**config.mk**
```make
export PLATFORM = sky130hd
export DESIGN_NAME = byte_bus_arbiter
export DESIGN_NICKNAME = d
export VERILOG_FILES = /design/src/rtl/byte_bus_arbiter.sv
export SDC_FILE = /design/constraint.sdc
export NUM_CORES = 1
export LEC_CHECK = 0
export ABC_AREA = 1
export CAP_MARGIN = 15
export CORE_ASPECT_RATIO = 0.9
export CORE_MARGIN = 1.5
export CORE_UTILIZATION = 45
export CTS_BUF_LIST = sky130_fd_sc_hd__clkbuf_16
export CTS_CLUSTER_DIAMETER = 200
export CTS_CLUSTER_SIZE = 16
export DETAILED_ROUTE_END_ITERATION = 10
export HOLD_SLACK_MARGIN = 0.03
export PLACE_DENSITY = 0.8
export SLEW_MARGIN = 20
export SYNTH_ARGS = -nofsm -noshare
export SYNTH_HDL_FRONTEND = slang
export SYNTH_SLANG_ARGS = --single-unit
```
**constraint.sdc**
```tcl
create_clock -name clk -period 4 [get_ports clk]
set_clock_uncertainty 0.1 [all_clocks]
set_input_delay 0.8 -clock clk [delete_from_list [all_inputs] [get_ports clk]]
set_output_delay 0.8 -clock clk [all_outputs]
set_load 0.1 [all_outputs]
```
**src/rtl/byte_bus_arbiter.sv**
```systemverilog
`default_nettype none
// ============================================================================
// Module   : byte_bus_arbiter
// Purpose  : Round-robin arbiter for two requesters sharing an 8-bit pad bus.
//            A grant serialises the transfer into fixed slots:
//            4 address bytes, 1 command byte, then 4 data bytes (LSB first),
//            followed by a one-cycle DONE slot.
// Revision : 1.0 - initial release
// ============================================================================
module byte_bus_arbiter (
    input  logic        clk,
    input  logic        rst_n,
    input  logic        m0_req,
    input  logic        m0_we,
    input  logic [31:0] m0_addr,
    input  logic [31:0] m0_wdata,
    output logic        m0_done,
    input  logic        m1_req,
    input  logic        m1_we,
    input  logic [31:0] m1_addr,
    input  logic [31:0] m1_wdata,
    output logic        m1_done,
    output logic [31:0] rdata,
    output logic        busy,
    output logic [7:0]  bus_out,
    output logic [7:0]  bus_dout,
    input  logic [7:0]  bus_din,
    output logic [7:0]  bus_oe,
    output logic [3:0]  bus_phase
);

    // Slot encoding; the state value is also the externally visible phase.
    localparam logic [3:0] PH_IDLE  = 4'd0;
    localparam logic [3:0] PH_ADDR0 = 4'd1;
    localparam logic [3:0] PH_ADDR1 = 4'd2;
    localparam logic [3:0] PH_ADDR2 = 4'd3;
    localparam logic [3:0] PH_ADDR3 = 4'd4;
    localparam logic [3:0] PH_CMD   = 4'd5;
    localparam logic [3:0] PH_DATA0 = 4'd6;
    localparam logic [3:0] PH_DATA3 = 4'd9;
    localparam logic [3:0] PH_DONE  = 4'd10;

    logic [3:0]  phase_q, phase_d;
    logic        gnt_q, gnt_d;       // owner of the current transfer (1 = requester 1)
    logic        last_q, last_d;     // requester granted most recently
    logic        we_q, we_d;
    logic [31:0] addr_q, addr_d;
    logic [31:0] wdata_q, wdata_d;
    logic [31:0] rdata_q, rdata_d;

    logic        winner_w;
    logic        in_data_w;
    logic [1:0]  dbyte_w;

    // On a tie the requester not served last wins; otherwise whoever asks.
    assign winner_w  = (m0_req && m1_req) ? ~last_q : m1_req;
    assign in_data_w = (phase_q >= PH_DATA0) && (phase_q <= PH_DATA3);
    // Phases 6..9 map to byte lanes 0..3 via the low two phase bits.
    assign dbyte_w   = phase_q[1:0] + 2'd2;

    // State register plus the transfer context latched at grant time
    always_ff @(posedge clk or negedge rst_n) begin
        if (!rst_n) begin
            phase_q <= PH_IDLE;
            gnt_q   <= 1'b0;
            last_q  <= 1'b1;
            we_q    <= 1'b0;
            addr_q  <= 32'h0;
            wdata_q <= 32'h0;
            rdata_q <= 32'h0;
        end else begin
            phase_q <= phase_d;
            gnt_q   <= gnt_d;
            last_q  <= last_d;
            we_q    <= we_d;
            addr_q  <= addr_d;
            wdata_q <= wdata_d;
            rdata_q <= rdata_d;
        end
    end

    // Next state: grant from IDLE, advance one slot per cycle, back to IDLE after DONE
    always_comb begin
        phase_d = phase_q;
        gnt_d   = gnt_q;
        last_d  = last_q;
        we_d    = we_q;
        addr_d  = addr_q;
        wdata_d = wdata_q;
        rdata_d = rdata_q;
        case (phase_q)
            PH_IDLE: begin
                if (m0_req || m1_req) begin
                    phase_d = PH_ADDR0;
                    gnt_d   = winner_w;
                    last_d  = winner_w;
                    we_d    = winner_w ? m1_we    : m0_we;
                    addr_d  = winner_w ? m1_addr  : m0_addr;
                    wdata_d = winner_w ? m1_wdata : m0_wdata;
                end
            end
            PH_DONE: phase_d = PH_IDLE;
            // Any out-of-range encoding falls back to IDLE rather than counting on.
            default: phase_d = (phase_q < PH_DONE) ? phase_q + 4'd1 : PH_IDLE;
        endcase
        // Reads capture one pad byte at the edge closing each data slot.
        if (in_data_w && !we_q) begin
            rdata_d[{dbyte_w, 3'b000} +: 8] = bus_din;
        end
    end

    // Pad drive decoded from the current slot; everything idles at zero
    always_comb begin
        bus_out  = 8'h00;
        bus_dout = 8'h00;
        bus_oe   = 8'h00;
        case (phase_q)
            PH_ADDR0: bus_out = addr_q[7:0];
            PH_ADDR1: bus_out = addr_q[15:8];
            PH_ADDR2: bus_out = addr_q[23:16];
            PH_ADDR3: bus_out = addr_q[31:24];
            PH_CMD:   bus_out = {7'b0, we_q};
            default:  ;
        endcase
        if (in_data_w && we_q) begin
            bus_oe   = 8'hFF;
            bus_dout = wdata_q[{dbyte_w, 3'b000} +: 8];
        end
    end

    assign bus_phase = phase_q;
    assign busy      = (phase_q != PH_IDLE);
    assign m0_done   = (phase_q == PH_DONE) && !gnt_q;
    assign m1_done   = (phase_q == PH_DONE) &&  gnt_q;
    assign rdata     = rdata_q;

endmodule
`default_nettype wire

```
==> metrics.md <==
| Metric | Value |
|---|---|
| Outcome | completed |
| Worst slew pin tran | 0.999 ns |
| Area delta synth->final | 44.9% |
| Unique masters post-synth | 23 |
| EDFF count, synth | 0 |
| GRT busiest layer | met2 |
| Family with the most delay on the worst path | buffers and inverters |
| First-pass GRT wire length | 27400 um |
| Initial antenna violation count | 0 |
| Met1 Usage GRT | 34.5% |
| Initial detailed-routing violation count | 409 |
| Final core occ | approximately 66% |
| CP cell instances | inv_1 > ha_2 > inv_2 > nand2_1 > nand2_1 > nand2_4 > nand2_2 > clkinv_2 > buf_12 |
| R2r setup slk | 1.45 ns |
| CP endpoint kind | primary output |
| Leading post-synthesis cells by instance count | nand2_1, dfrtp_1, nor2_1, o21ai_0, nand4_1 |
| DRT Wirelength | 16500 um |
| Clock slew at reported path FFs | 0.07 ns |
| Final hold vios | 0 |
| Port Buffers | 204 |
| Core Rows | 39 |
| Vias in the first global route | ~5700 |
| Max VDD drop | 512 uV |
| DR vias/cell | roughly 5 |
| Placed cell count | 1168 |
| Async SR Flop Fraction | 100% |
| Average size of a mapped cell | 6.85 sq um |
| Slew headroom | 33.2% |
| M3 GR Usage | around 5.3% |
| Routability Congestion | ~0.95 |
| Area contributors post-synth | dfrtp_1, nand2_1, nand4_1, o21ai_0, nor2_1 |
| Synthesized area | 5790 sq um |
| Met2 usage | around two fifths |
| Tmin final | 3.73 ns |
| Buf/Inv on CP | 4 |
| Maximum achievable frequency | 268 MHz |
| Final setup violating endpoints | 0 |
| Final cell count without fillers | around 1200 |
| # nets final | about 1200 |
| CTS Root Buffer Type | clkbuf_16 |
| Leakage | 4.11 nW |
| CP dominant cell by count | nand2_1 |
| Register area share after synthesis | 44.5% |
| Residual DRC | 0 |
| Power per cell area | 918 nW/um^2 |
| RSZ-0062 raised after global routing | no |
| Routed Antenna Nets | 0 |
| GR Util All Layers | 25.3% |
| Final worst-path cycle share | between 90% and 100% |
| Skew-Pair Late Insertion Delay | 0.34 ns |
| Largest buffer count on any clock path | 2 |
| ANT cells | 0 |
| Startpoint types | flip-flop |
| Tot Pwr | ~7.7 mW |
| Cts repair resizes | 0 |
| Core area | 12600 sq um |
| CP max stage delay | approximately 0.47 ns |
| Full die area | 13600 sq um |
| Die H | between 100 and 150 um |
| Aggregate global routing overflow | 0 |
| Synthesis Warnings | 0 |
| CP max-delay cell | dfrtp_1 |
| Max Slew Vio Count | 0 |
| Post-CTS setup buffers | 0 |
| #FFs+latches synth | 103 |
| Die Width | about 120 um |
| Initial core utilization | between 40% and 50% |
| Clock sinks | 103 |
| Synth Net Count | approximately 1000 |
| H-Tree Depth | 3 |
| Max Cap Viol | 0 |
| Synth area leader | dfrtp_1 |
| Peak fanout along the critical path | 37 |
| Crit path kind | flip-flop to primary output |
| # IOs | about 210 |
| Req. time, crit path | 3.10 ns |
| Share of cells above drive strength 1 | roughly 7.3% |
| Synth Flop Type | dfrtp_1 |
| DR vias | 5945 |
| Cell with the most instances after synthesis | nand2_1 |
| Post-CTS Hold Fix Bufs | 0 |
| Hold Path Class | flip-flop to flip-flop |
| Syn Inst Count | ~850 |
| Largest net degree at the start of global routing | 66 |
| WL per Instance | approximately 14 um |
| CTS tree | done |
| Worst EP arrival | 2.83 ns |
| Dpl hpwl | between 10000 and 15000 um |
| DRT Pass-1 Iters | 5 |
| Cts bufs inserted | 9 |
| Yosys top cell area share | 44.1% |
-- sequential cells by signal, indices dropped and copies added, names as in the netlist --
name,cells
gnt_q,1
we_q,1
last_q,1
addr_q,32
bus_phase,4
rdata,32
wdata_q,32
-- worst register-to-register path, cell delays in order, from the launching register on --
cell     delay (ns)
dfrtp_1        0.47
inv_1          0.30
ha_2           0.40
nand3_2        0.17
buf_4          0.29
nor2_4         0.18
buf_4          0.37
a21oi_1        0.10
o21ai_1        0.10
-- per-layer routing --
metal | vias to the layer above | part of all wire, %
met4 | 0 | 1.0
met5 | - | 0
li1 | 3002 | -
met1 | 2735 | 44
met3 | 15 | 6.2
met2 | 193 | 48
-- where the power goes --
group / total (mW) / switching, mW / internal (mW) / leakage, nW
sequential: 1.82 / 0.277 / 1.55 / 1.29
clock: 0.899 / 0.404 / 0.495 / 0.151
combinational: 4.99 / 3.63 / 1.36 / 2.67
-- per-stage QoR --
step           cell area, sq um  setup TNS (ns)  hold slack (ns)  setup slack (ns)
2_1_floorplan              5790          -0.945            0.353            -0.118
3_3_place_gp               8080               0            0.354             0.585
3_5_place_dp               8080               0            0.361             0.475
4_1_cts                    8390               0            0.378             0.112
5_1_grt                    8390               0            0.399            0.0238
6_report                   8390               0            0.371             0.271
-- path summary, 6_finish.rpt --
path	from	end	depth (start not counted)
min reg2reg	rdata[28]	rdata[28]	2
max	bus_phase[1]	bus_oe[6]	9
max in group asynchronous	rst_n	last_q	2
min	rdata[28]	rdata[28]	2
min in group asynchronous	rst_n	wdata_q[13]	1
max reg2reg	bus_phase[1]	bus_phase[0]	8
-- layout make-up --
| cell class | instances | area (sq um) |
|---|---|---|
| well taps | 164 | 205 |
| inverters | 47 | 178 |
| repair buffers | 214 | 2380 |
| flip-flops and latches | 103 | 2580 |
| clock inverters | 7 | 81.3 |
| clock buffers | 9 | 225 |
| fillers | 1107 | 4250 |
| multi-input cells | 640 | 2740 |
-- cell families after synthesis --
kind of cell | synth area share (%)
AND/OR/NAND/NOR | 37.7
flip-flops | 44.5
AO/OA/AOI/OAI | 8.58
buffers and inverters | 8.38
adder cells (fa/ha/maj) | 0.864
-- cell usage in the layout (no fill, tap or decap), drive strengths merged --
| master | count |
|---|---|
| nor2 | 57 |
| clkinvlp | 1 |
| buf | 39 |
| nand2 | 426 |
| nand4 | 40 |
| dfstp | 1 |
| bufinv | 1 |
| dfrtp | 102 |
| clkdlybuf4s50 | 175 |
| nor3 | 1 |
| clkbuf | 9 |
| a21oi | 10 |
| ha | 4 |
| o22ai | 9 |
| inv | 49 |
| nand3 | 15 |
| o21ai | 78 |
| clkinv | 3 |
Power figures use the tool's default switching activity.
